`src/rtl/jtframe_sdram_pkg.sv`:
```
// Shared types and default sizes for the SDRAM read-port arbiter.
package jtframe_sdram_pkg;

  localparam int DEF_NREQ = 4;
  localparam int DEF_AW   = 22;

  typedef enum logic [1:0] {
    IDLE = 2'd0,
    REQ  = 2'd1,
    WAIT = 2'd2
  } arb_state_e;

endpackage

```
`src/rtl/jtframe_sdram_arb_if.sv`:
```
// Client request bus plus SDRAM read handshake seen by the arbiter.
interface jtframe_sdram_arb_if
  import jtframe_sdram_pkg::*;
#(
  parameter int NREQ = DEF_NREQ,
  parameter int AW   = DEF_AW
);
  logic [NREQ-1:0]    req;
  logic [NREQ*AW-1:0] addr;
  logic [NREQ-1:0]    sel;
  logic               sdram_req;
  logic               sdram_ack;
  logic               data_rdy;
  logic [AW-1:0]      sdram_addr;

  modport slave (
    input  req, addr, sdram_ack, data_rdy,
    output sel, sdram_req, sdram_addr
  );

  modport master (
    output req, addr, sdram_ack, data_rdy,
    input  sel, sdram_req, sdram_addr
  );
endinterface

```
`src/rtl/jtframe_rr_pick.sv`:
```
// Combinational round-robin pick: first set bit of valid after ptr, wrapping.
module jtframe_rr_pick #(
  parameter int NREQ = 4,
  parameter int PW   = $clog2(NREQ)
) (
  input  logic [NREQ-1:0] valid,
  input  logic [PW-1:0]   ptr,
  output logic [PW-1:0]   win,
  output logic            found
);

  logic [PW-1:0] idx;

  // Scan from lowest to highest priority so the closest candidate after ptr wins.
  always_comb begin
    found = 1'b0;
    win   = '0;
    idx   = '0;
    for (int i = NREQ; i >= 1; i--) begin
      idx = PW'((int'(ptr) + i) % NREQ);
      if (valid[idx]) begin
        found = 1'b1;
        win   = idx;
      end
    end
  end

endmodule

```
`src/rtl/jtframe_sdram_arb.sv`:
```
// Round-robin arbiter sharing one SDRAM read port among ROM clients, with watchdog re-issue.
module jtframe_sdram_arb
  import jtframe_sdram_pkg::*;
#(
  parameter int NREQ    = DEF_NREQ,
  parameter int AW      = DEF_AW,
  parameter int TIMEOUT = 64,
  parameter int RDYW    = 4
) (
  input  logic                clk,
  input  logic                rst,
  input  logic                downloading,
  input  logic                loop_rst,
  jtframe_sdram_arb_if.slave  bus,
  output logic                refresh_en,
  output logic                ready,
  output logic                timeout
);

  localparam int PW  = $clog2(NREQ);
  localparam int WDW = $clog2(TIMEOUT);

  arb_state_e      state_q, state_d;
  logic [NREQ-1:0] sel_q, sel_d;
  logic            sdram_req_q, sdram_req_d;
  logic [AW-1:0]   sdram_addr_q, sdram_addr_d;
  logic [PW-1:0]   ptr_q, ptr_d;
  logic [WDW-1:0]  wd_q, wd_d;
  logic [RDYW-1:0] rdy_cnt_q, rdy_cnt_d;
  logic            ready_q, ready_d;
  logic            timeout_q, timeout_d;
  logic            refresh_q, refresh_d;

  logic            clear;
  logic [NREQ-1:0] valid;
  logic [PW-1:0]   win;
  logic            found;
  logic            try_grant;
  logic [NREQ-1:0] win_onehot;
  logic [AW-1:0]   win_addr;

  assign clear = downloading | loop_rst;
  // The client being served is masked so it cannot win twice in a row.
  assign valid = bus.req & ~sel_q;

  jtframe_rr_pick #(.NREQ(NREQ), .PW(PW)) u_pick (
    .valid (valid),
    .ptr   (ptr_q),
    .win   (win),
    .found (found)
  );

  always_comb begin
    win_onehot = '0;
    win_addr   = '0;
    for (int i = 0; i < NREQ; i++) begin
      if (PW'(i) == win) begin
        win_onehot[i] = 1'b1;
        win_addr      = bus.addr[i*AW +: AW];
      end
    end
  end

  always_comb begin
    state_d      = state_q;
    sel_d        = sel_q;
    sdram_req_d  = sdram_req_q;
    sdram_addr_d = sdram_addr_q;
    ptr_d        = ptr_q;
    wd_d         = wd_q;
    timeout_d    = 1'b0;
    try_grant    = 1'b0;
    rdy_cnt_d    = ready_q ? rdy_cnt_q : rdy_cnt_q + 1'b1;
    ready_d      = ready_q | (&rdy_cnt_q);
    refresh_d    = (state_q == IDLE) && (bus.req == '0);

    case (state_q)
      IDLE: try_grant = 1'b1;
      REQ: begin
        // data_rdy here implies the ack was merged into the same cycle.
        if (bus.data_rdy) begin
          sel_d       = '0;
          sdram_req_d = 1'b0;
          state_d     = IDLE;
          try_grant   = 1'b1;
        end else if (bus.sdram_ack) begin
          sdram_req_d = 1'b0;
          wd_d        = '0;
          state_d     = WAIT;
        end
      end
      WAIT: begin
        if (bus.data_rdy) begin
          sel_d       = '0;
          sdram_req_d = 1'b0;
          state_d     = IDLE;
          try_grant   = 1'b1;
        end else if (wd_q == WDW'(TIMEOUT - 1)) begin
          sdram_req_d = 1'b1;
          timeout_d   = 1'b1;
          wd_d        = '0;
          state_d     = REQ;
        end else begin
          wd_d = wd_q + 1'b1;
        end
      end
      default: state_d = IDLE;
    endcase

    if (try_grant && found) begin
      ptr_d        = win;
      sel_d        = win_onehot;
      sdram_addr_d = win_addr;
      sdram_req_d  = 1'b1;
      state_d      = REQ;
    end

    if (clear) begin
      state_d      = IDLE;
      sel_d        = '0;
      sdram_req_d  = 1'b0;
      sdram_addr_d = '0;
      ptr_d        = PW'(NREQ - 1);
      wd_d         = '0;
      rdy_cnt_d    = '0;
      ready_d      = 1'b0;
      timeout_d    = 1'b0;
      refresh_d    = 1'b0;
    end
  end

  always_ff @(posedge clk or posedge rst) begin
    if (rst) begin
      state_q      <= IDLE;
      sel_q        <= '0;
      sdram_req_q  <= 1'b0;
      sdram_addr_q <= '0;
      ptr_q        <= PW'(NREQ - 1);
      wd_q         <= '0;
      rdy_cnt_q    <= '0;
      ready_q      <= 1'b0;
      timeout_q    <= 1'b0;
      refresh_q    <= 1'b0;
    end else begin
      state_q      <= state_d;
      sel_q        <= sel_d;
      sdram_req_q  <= sdram_req_d;
      sdram_addr_q <= sdram_addr_d;
      ptr_q        <= ptr_d;
      wd_q         <= wd_d;
      rdy_cnt_q    <= rdy_cnt_d;
      ready_q      <= ready_d;
      timeout_q    <= timeout_d;
      refresh_q    <= refresh_d;
    end
  end

  assign bus.sel        = sel_q;
  assign bus.sdram_req  = sdram_req_q;
  assign bus.sdram_addr = sdram_addr_q;
  assign refresh_en     = refresh_q;
  assign ready          = ready_q;
  assign timeout        = timeout_q;

endmodule
```
`src/flat_wrapper.sv`:
```
// flat-port wrapper written by rule: the top's interface ports become plain ports
module jtframe_sdram_arb_flat import jtframe_sdram_pkg::*;
#(
  parameter int NREQ    = DEF_NREQ,
  parameter int AW      = DEF_AW,
  parameter int TIMEOUT = 64,
  parameter int RDYW    = 4
)
  (clk, rst, downloading, loop_rst, refresh_en, ready, timeout, bus_req, bus_addr, bus_sdram_ack, bus_data_rdy, bus_sel, bus_sdram_req, bus_sdram_addr);
  jtframe_sdram_arb_if #(.NREQ(NREQ), .AW(AW)) bus_i ();
  input  logic clk;
  input  logic rst;
  input  logic downloading;
  input  logic loop_rst;
  output logic refresh_en;
  output logic ready;
  output logic timeout;
  input wire logic [$bits(bus_i.req)-1:0] bus_req;
  input wire logic [$bits(bus_i.addr)-1:0] bus_addr;
  input wire logic [$bits(bus_i.sdram_ack)-1:0] bus_sdram_ack;
  input wire logic [$bits(bus_i.data_rdy)-1:0] bus_data_rdy;
  output wire logic [$bits(bus_i.sel)-1:0] bus_sel;
  output wire logic [$bits(bus_i.sdram_req)-1:0] bus_sdram_req;
  output wire logic [$bits(bus_i.sdram_addr)-1:0] bus_sdram_addr;
  assign bus_i.req = bus_req;
  assign bus_i.addr = bus_addr;
  assign bus_i.sdram_ack = bus_sdram_ack;
  assign bus_i.data_rdy = bus_data_rdy;
  assign bus_sel = bus_i.sel;
  assign bus_sdram_req = bus_i.sdram_req;
  assign bus_sdram_addr = bus_i.sdram_addr;
  jtframe_sdram_arb #(.NREQ(NREQ), .AW(AW), .TIMEOUT(TIMEOUT), .RDYW(RDYW)) u_core (.clk(clk), .rst(rst), .downloading(downloading), .loop_rst(loop_rst), .bus(bus_i), .refresh_en(refresh_en), .ready(ready), .timeout(timeout));
endmodule
```
`config.mk`:
```
export PLATFORM = sky130hd
export DESIGN_NAME = jtframe_sdram_arb_flat
export DESIGN_NICKNAME = d
export VERILOG_FILES = /design/src/rtl/jtframe_sdram_pkg.sv /design/src/rtl/jtframe_sdram_arb_if.sv /design/src/rtl/jtframe_rr_pick.sv /design/src/rtl/jtframe_sdram_arb.sv /design/src/flat_wrapper.sv
export SDC_FILE = /design/constraint.sdc
export NUM_CORES = 1
export LEC_CHECK = 0
export ABC_AREA = 1
export CORE_ASPECT_RATIO = 2
export CORE_UTILIZATION = 35
export CTS_CLUSTER_SIZE = 20
export DETAILED_ROUTE_END_ITERATION = 7
export PLACE_DENSITY = 0.69
export SLEW_MARGIN = 0
export SYNTH_ARGS = -nofsm -noshare
export SYNTH_HDL_FRONTEND = slang
export SYNTH_SLANG_ARGS = --single-unit
```
`constraint.sdc`:
```
create_clock -name clk -period 3.5 [get_ports clk]
set_clock_uncertainty 0.05 [all_clocks]
set_input_delay 0.7 -clock clk [delete_from_list [all_inputs] [get_ports clk]]
set_output_delay 0.7 -clock clk [all_outputs]
set_load 0.01 [all_outputs]
```
==> flow_summary.yaml, run 1 <==
status:
  outcome: "finished clean"
layout:
  area_growth_pct: 48.1
  stdcell_count: 678
  drive_gt1_share_pct: 6.75
  diodes: 0
  final_util_pct: 52.8
  fillers: 847
  nets: 681
drt:
  dr.pass1.iters: 5
  num_vias: 3459
  wl_um: 10800
  detail_route.iter0.violations: 177
  remaining_drc_errors: 0
  drtAntennaViolNets: 0
  wire_per_inst_um: 15.9
  detail_route.vias_per_cell: 5.10
logic_synthesis:
  avgSynthCellArea_um2: 6.71
  netlist_instances: 457
  ys_ff_latch: 44
  ys_warn_count: 0
  synth.distinct_cells: 29
  synth_area_um2: 3060
  synth-seq-area-share_pct: 36.0
  syn_nets: 561
clock_network:
  cts_max_level: 2
  cts_resized: 0
  cts_root_buf: "clkbuf_16"
  ctsHoldBuffers: 0
  clk_latency_ps: 290
  cts_buffers: 5
  path_clk_slew_ps: 60
  cts_sinks: 44
  post_cts_buffers: 0
  clockBufferDepth: 2
  tritoncts: "built"
timing:
  fmax_mhz: 378
  hold_viol_final: 0
  rsz0062_at_grt: "false"
  tightest_slew_ps: 952
  final.setup.tns_ps: 0
  fin_crit_sh_pct: 75.5
  setup_viol: 0
  slew_violations: 0
  period_needed_ps: 2640
  max_slew_margin_pct: 36.4
worst_setup_path:
  r2r_slack_ps: 1050
  crit_path_end_kind: "flip-flop"
  crit_end: "u_core.bus.sdram_addr[13]"
  slowest_delay_ps: 510
  crit_start: "bus_req[0]"
  path_max_fanout: 19
  crit_required_ps: 3680
  cp_cell_sequence: "clkdlybuf4s50_1 > nand3_1 > nand2_1 > nor2_1 > nand2_2 > nand3_4 > nor2_8 > nand2_2 > inv_1 > nand2_1 > nand2_1 > nand3_1 > nand2_1"
  cp_slowest_cell: "clkdlybuf4s50_1"
  arrival_ps: 2830
  critPathKind: "input port to flip-flop"
  timing.rr.end: "u_core.state_q[0]"
  start_kind: "input port"
  worstRegToRegCells: 12
  cp_common_cell: "nand2_1"
  r2r_start: "u_core.ptr_q[0]"
global_routing:
  antenna_found_initial: 0
  grt.overflow.total: 0
  grt_max_degree: 45
  grt_pass1_wl_um: 16800
  track_usage_pct: 24.9
  first_global_vias: 3464
placed_design:
  portBuffers: 127
  gp_congestion: 0.923
  place_inst: 670
  post-dp-hpwl_um: 8250
floorplanning:
  std_cell_rows: 48
  die_w_um: 68.2
  start_util_pct: 35.7
  io_pins: 128
  die-area_um2: 9160
  die_h_um: 134
  core_um2: 8590
pwr:
  vdd_drop_max_mv: 0.360
  p_leak_nw: 2.23
  total_power_mw: 3.09
  powerDensity_nw_per_um2: 680
run:
  cap_violations: 0
hold_path:
  hp-class: "flip-flop to flip-flop"
==> layout by cell type (no fill, tap or decap), types with 5 or more instances in the layout <==
cell	netlist	layout
nand2_1	147	147
o21ai_0	19	19
a21oi_1	12	12
nor2_1	30	29
nand3_1	92	92
clkdlybuf4s50_1	0	127
dfrtp_1	42	42
buf_4	2	5
nand2_2	8	8
ha_1	6	6
clkbuf_16	0	5
inv_1	48	47
==> layout make-up <==
type	count	area [um2]	share of cell area, %
Tap cell	100	125	2.76
Timing Repair Buffer	132	1310	28.8
Clock inverter	2	10.0	0.221
Multi-Input combinational cell	341	1650	36.3
Clock buffer	6	139	3.06
Sequential cell	44	1100	24.3
Inverter	53	204	4.49
==> registers in the layout, indices dropped and copies added, names as in the netlist <==
signal,count
u_core.bus.sel,4
u_core.wd_q,6
u_core.bus.sdram_req,1
u_core.refresh_en,1
u_core.ptr_q,2
u_core.bus.sdram_addr,22
u_core.ready,1
u_core.rdy_cnt_q,4
u_core.state_q,2
u_core.timeout,1
==> logic make-up after synthesis <==
group | synth area share (%)
buf+inv | 10.3
fa+ha+maj | 2.45
simple gates | 42.7
compound gates | 8.53
flops | 36.0
==> metrics by stage <==
stage / hold slack (ps) / cell area (um2) / setup slack, ps
global placement: 428 / 4390 / 599
detailed placement: 448 / 4390 / 560
CTS: 457 / 4540 / 856
floorplan: 418 / 3060 / 1620
finish: 449 / 4540 / 857
global route: 493 / 4540 / 583
==> layer usage <==
metal,up-vias,share of wire [%],track usage [%]
met5,-,0,0
met4,0,6.7,16.8
met3,44,4.7,4.00
met2,121,52,40.6
met1,1583,37,28.6
li1,1711,-,-
==> synthesized netlist by cell type <==
cell | instances | area share [%]
ha_1 | 6 | 2.4
inv_2 | 3 | 0.37
o21ai_1 | 4 | 0.65
o21bai_1 | 1 | 0.25
nor3_1 | 2 | 0.33
inv_4 | 2 | 0.41
dfrtp_1 | 42 | 34
o21bai_2 | 1 | 0.37
nor2_2 | 1 | 0.20
nand3_4 | 2 | 1.1
a31oi_1 | 2 | 0.41
nand3_2 | 3 | 0.98
o21ai_0 | 19 | 3.1
o31ai_1 | 2 | 0.49
nand3_1 | 92 | 15
nor2_8 | 2 | 1.3
nand2_2 | 8 | 1.6
buf_6 | 3 | 1.1
dfstp_2 | 2 | 1.7
nand2_1 | 147 | 18
buf_2 | 8 | 1.3
o32ai_1 | 2 | 0.57
nor4_1 | 2 | 0.41
o211ai_1 | 3 | 0.73
clkbuf_1 | 6 | 0.73
nor2_1 | 30 | 3.7
buf_4 | 2 | 0.49
inv_1 | 48 | 5.9
a21oi_1 | 12 | 2.0
==> critical path: cells and delay by family <==
family	cells	cell delay, ps
buf+inv	2	700
simple gates	11	1400
==> power breakdown <==
part | leakage, nW | internal (mW) | switching (mW)
Combinational | 1.56 | 0.696 | 1.21
Clock | 0.0766 | 0.282 | 0.208
Sequential | 0.595 | 0.614 | 0.0753
==> worst min path at each step <==
| stage | from | end | cells after the start | slack (ps) |
|---|---|---|---|---|
| floorplan | u_core.wd_q[0] | u_core.wd_q[0] | 1 | 420 |
| global placement | u_core.bus.sdram_req | u_core.bus.sdram_req | 2 | 430 |
| detailed placement | u_core.bus.sdram_req | u_core.bus.sdram_req | 2 | 450 |
| CTS | u_core.bus.sdram_req | u_core.bus.sdram_req | 2 | 460 |
| global route | u_core.bus.sdram_req | u_core.bus.sdram_req | 2 | 490 |
| finish | u_core.bus.sdram_req | u_core.bus.sdram_req | 2 | 450 |
No activity file was read; power rests on OpenSTA's default activity.
==> run 2: changes to the inputs <==
- clock period: 3.5 -> 2.5 ns (I/O delays scaled with it)
==> flow_summary.yaml, run 2 (same netlist as run 1, synthesis figures left out) <==
global_routing:
  first_global_vias: 3411
  grt.overflow.total: 0
  track_usage_pct: 24.1
  grt_pass1_wl_um: 16300
  antenna_found_initial: 0
  grt_max_degree: 31
worst_setup_path:
  start_kind: "input port"
  timing.rr.end: "u_core.bus.sdram_addr[12]"
  r2r_slack_ps: 340
  slowest_delay_ps: 510
  path_max_fanout: 17
  cp_slowest_cell: "clkdlybuf4s50_1"
  crit_start: "bus_req[0]"
  path_depth: 14
  cp_top_family: "simple AND/OR/NAND/NOR gates"
  cp_num_buf_inv: 2
  critPathKind: "input port to flip-flop"
  crit_path_end_kind: "flip-flop"
  crit_required_ps: 2680
  cp_cell_sequence: "clkdlybuf4s50_1 > nand3_1 > nand2_1 > nand2_1 > nand2_1 > nand2_2 > nand2_1 > nand2_1 > nand2_1 > buf_4 > nand3_1 > nand3_1 > nand2_1 > nand2_1"
  arrival_ps: 2370
  crit_end: "u_core.bus.sdram_addr[12]"
  r2r_start: "u_core.ptr_q[0]"
  cp_common_cell: "nand2_1"
  worstRegToRegCells: 14
floorplanning:
  die_w_um: 68.2
  io_pins: 128
  die_h_um: 134
  die-area_um2: 9160
  core_um2: 8590
  std_cell_rows: 48
  start_util_pct: 35.7
timing:
  hold_viol_final: 0
  fmax_mhz: 458
  setup_viol: 0
  slew_violations: 0
  period_needed_ps: 2180
  final.setup.tns_ps: 0
  fin_crit_sh_pct: 87.3
  setup_ws_ps: 317
  tightest_slew_ps: 474
  max_slew_margin_pct: 68.1
  rsz0062_at_grt: "false"
layout:
  nets: 692
  final_common_cell: "nand2_1"
  area_growth_pct: 52.9
  largest_register_ffs: 22
  drive_gt1_share_pct: 8.32
  final_cell_mix: "nand2_1 (147), clkdlybuf4s50_1 (127), nand3_1 (92), inv_1 (47), dfrtp_1 (42)"
  final_cell_area_um2: 4690
  diodes: 0
drt:
  dr.pass1.iters: 4
  detail_route.vias_per_cell: 5.07
  detail_route.iter0.violations: 219
  wire_per_inst_um: 15.5
  remaining_drc_errors: 0
  num_vias: 3491
  drtAntennaViolNets: 0
  wl_um: 10700
run:
  cap_violations: 0
pwr:
  internal_power_mw: 2.57
  power_frac_comb_pct: 63.4
  seq_power_share_pct: 20.4
  clockPowerShare_pct: 16.3
  p_sw_share_pct: 45.3
  total_power_mw: 4.70
  vdd_drop_max_mv: 0.580
  p_sw_mw: 2.13
  powerDensity_nw_per_um2: 1000
  p_leak_nw: 2.30
clock_network:
  path_clk_slew_ps: 60
  clockBufferDepth: 2
  post_cts_buffers: 0
  cts_root_buf: "clkbuf_16"
  clk_latency_ps: 290
  cts_buffers: 5
  cts_resized: 0
  cts_sinks: 44
  cts_max_level: 2
  tritoncts: "built"
  ctsHoldBuffers: 0
placed_design:
  place_area_um2: 4520
  gp_congestion: 0.883
  post-dp-hpwl_um: 8230
  dp_slack_ps: 9.82
  portBuffers: 127
hold_path:
  hp-class: "flip-flop to flip-flop"
status:
  outcome: "finished clean"
==> run 2: cell types whose count changed in the layout (fill, tap and decap cells not counted), sizes merged <==
cell    change
clkinv      -1
bufinv      +1
buf        +11
==> run 2: how the worst min path moves through the flow <==
stage / from / end / slack, ps / cells past startpoint
final: u_core.bus.sdram_req / u_core.bus.sdram_req / 440 / 2
after global routing: u_core.bus.sdram_req / u_core.bus.sdram_req / 470 / 2
after CTS: u_core.bus.sdram_req / u_core.bus.sdram_req / 440 / 2
after detailed placement: u_core.bus.sdram_req / u_core.bus.sdram_req / 430 / 2
after global placement: u_core.bus.sdram_req / u_core.bus.sdram_req / 420 / 2
after floorplan: u_core.wd_q[0] / u_core.wd_q[0] / 420 / 1
==> run 2: metal layers <==
metal	up-vias	share of wire (%)	track usage (%)	wire length [um]
met1	1620	37	26.5	3990
met5	-	0	0	0
li1	1734	-	-	-
met3	22	4.9	3.40	525
met4	0	3.9	11.1	413
met2	115	54	43.0	5740
==> run 2: final cells by class <==
cell class / instances / area (um2)
fill: 829 / 3900
clock buffer: 6 / 129
tap: 100 / 125
multi-input combinational: 341 / 1650
inverter: 53 / 204
timing repair buffer: 143 / 1440
sequential: 44 / 1100
clock inverter: 2 / 35.0
==> run 2: metrics by stage <==
step / utilization [%] / hold slack, ps / cells
after floorplan: - / 418 / 457
after global placement: 52.7 / 423 / 681
after detailed placement: 52.7 / 428 / 681
after CTS: 54.6 / 444 / 689
after global routing: 54.6 / 470 / 689
final: 54.6 / 442 / 689
==> run 2: power groups by stage <==
stage                     sequential, mW  clock [mW]  combinational (mW)
after global placement             0.968           0                2.93
after detailed placement           0.970           0                2.98
final                              0.958       0.764                2.98
after floorplan                    0.993           0                1.83
after global routing               0.973       0.799                3.31
after CTS                          0.959       0.775                2.98
==> run 2: worst reg2reg max path, cell delays in order (launching register included) <==
cell,delay [ps]
dfstp_2,640
inv_4,80
nand3_2,90
nand2_1,90
nand2_1,90
nand2_1,70
nand2_2,90
nand2_1,80
nand2_1,70
nand2_1,120
buf_4,230
o21bai_2,120
nand3_1,100
nand2_1,80
nand2_1,40
==> run 3: changes to the inputs <==
- CTS_CLUSTER_SIZE: 20 -> not set
==> results of run 3 <==
Final layout, timing and power as in run 2 (identical DEF).
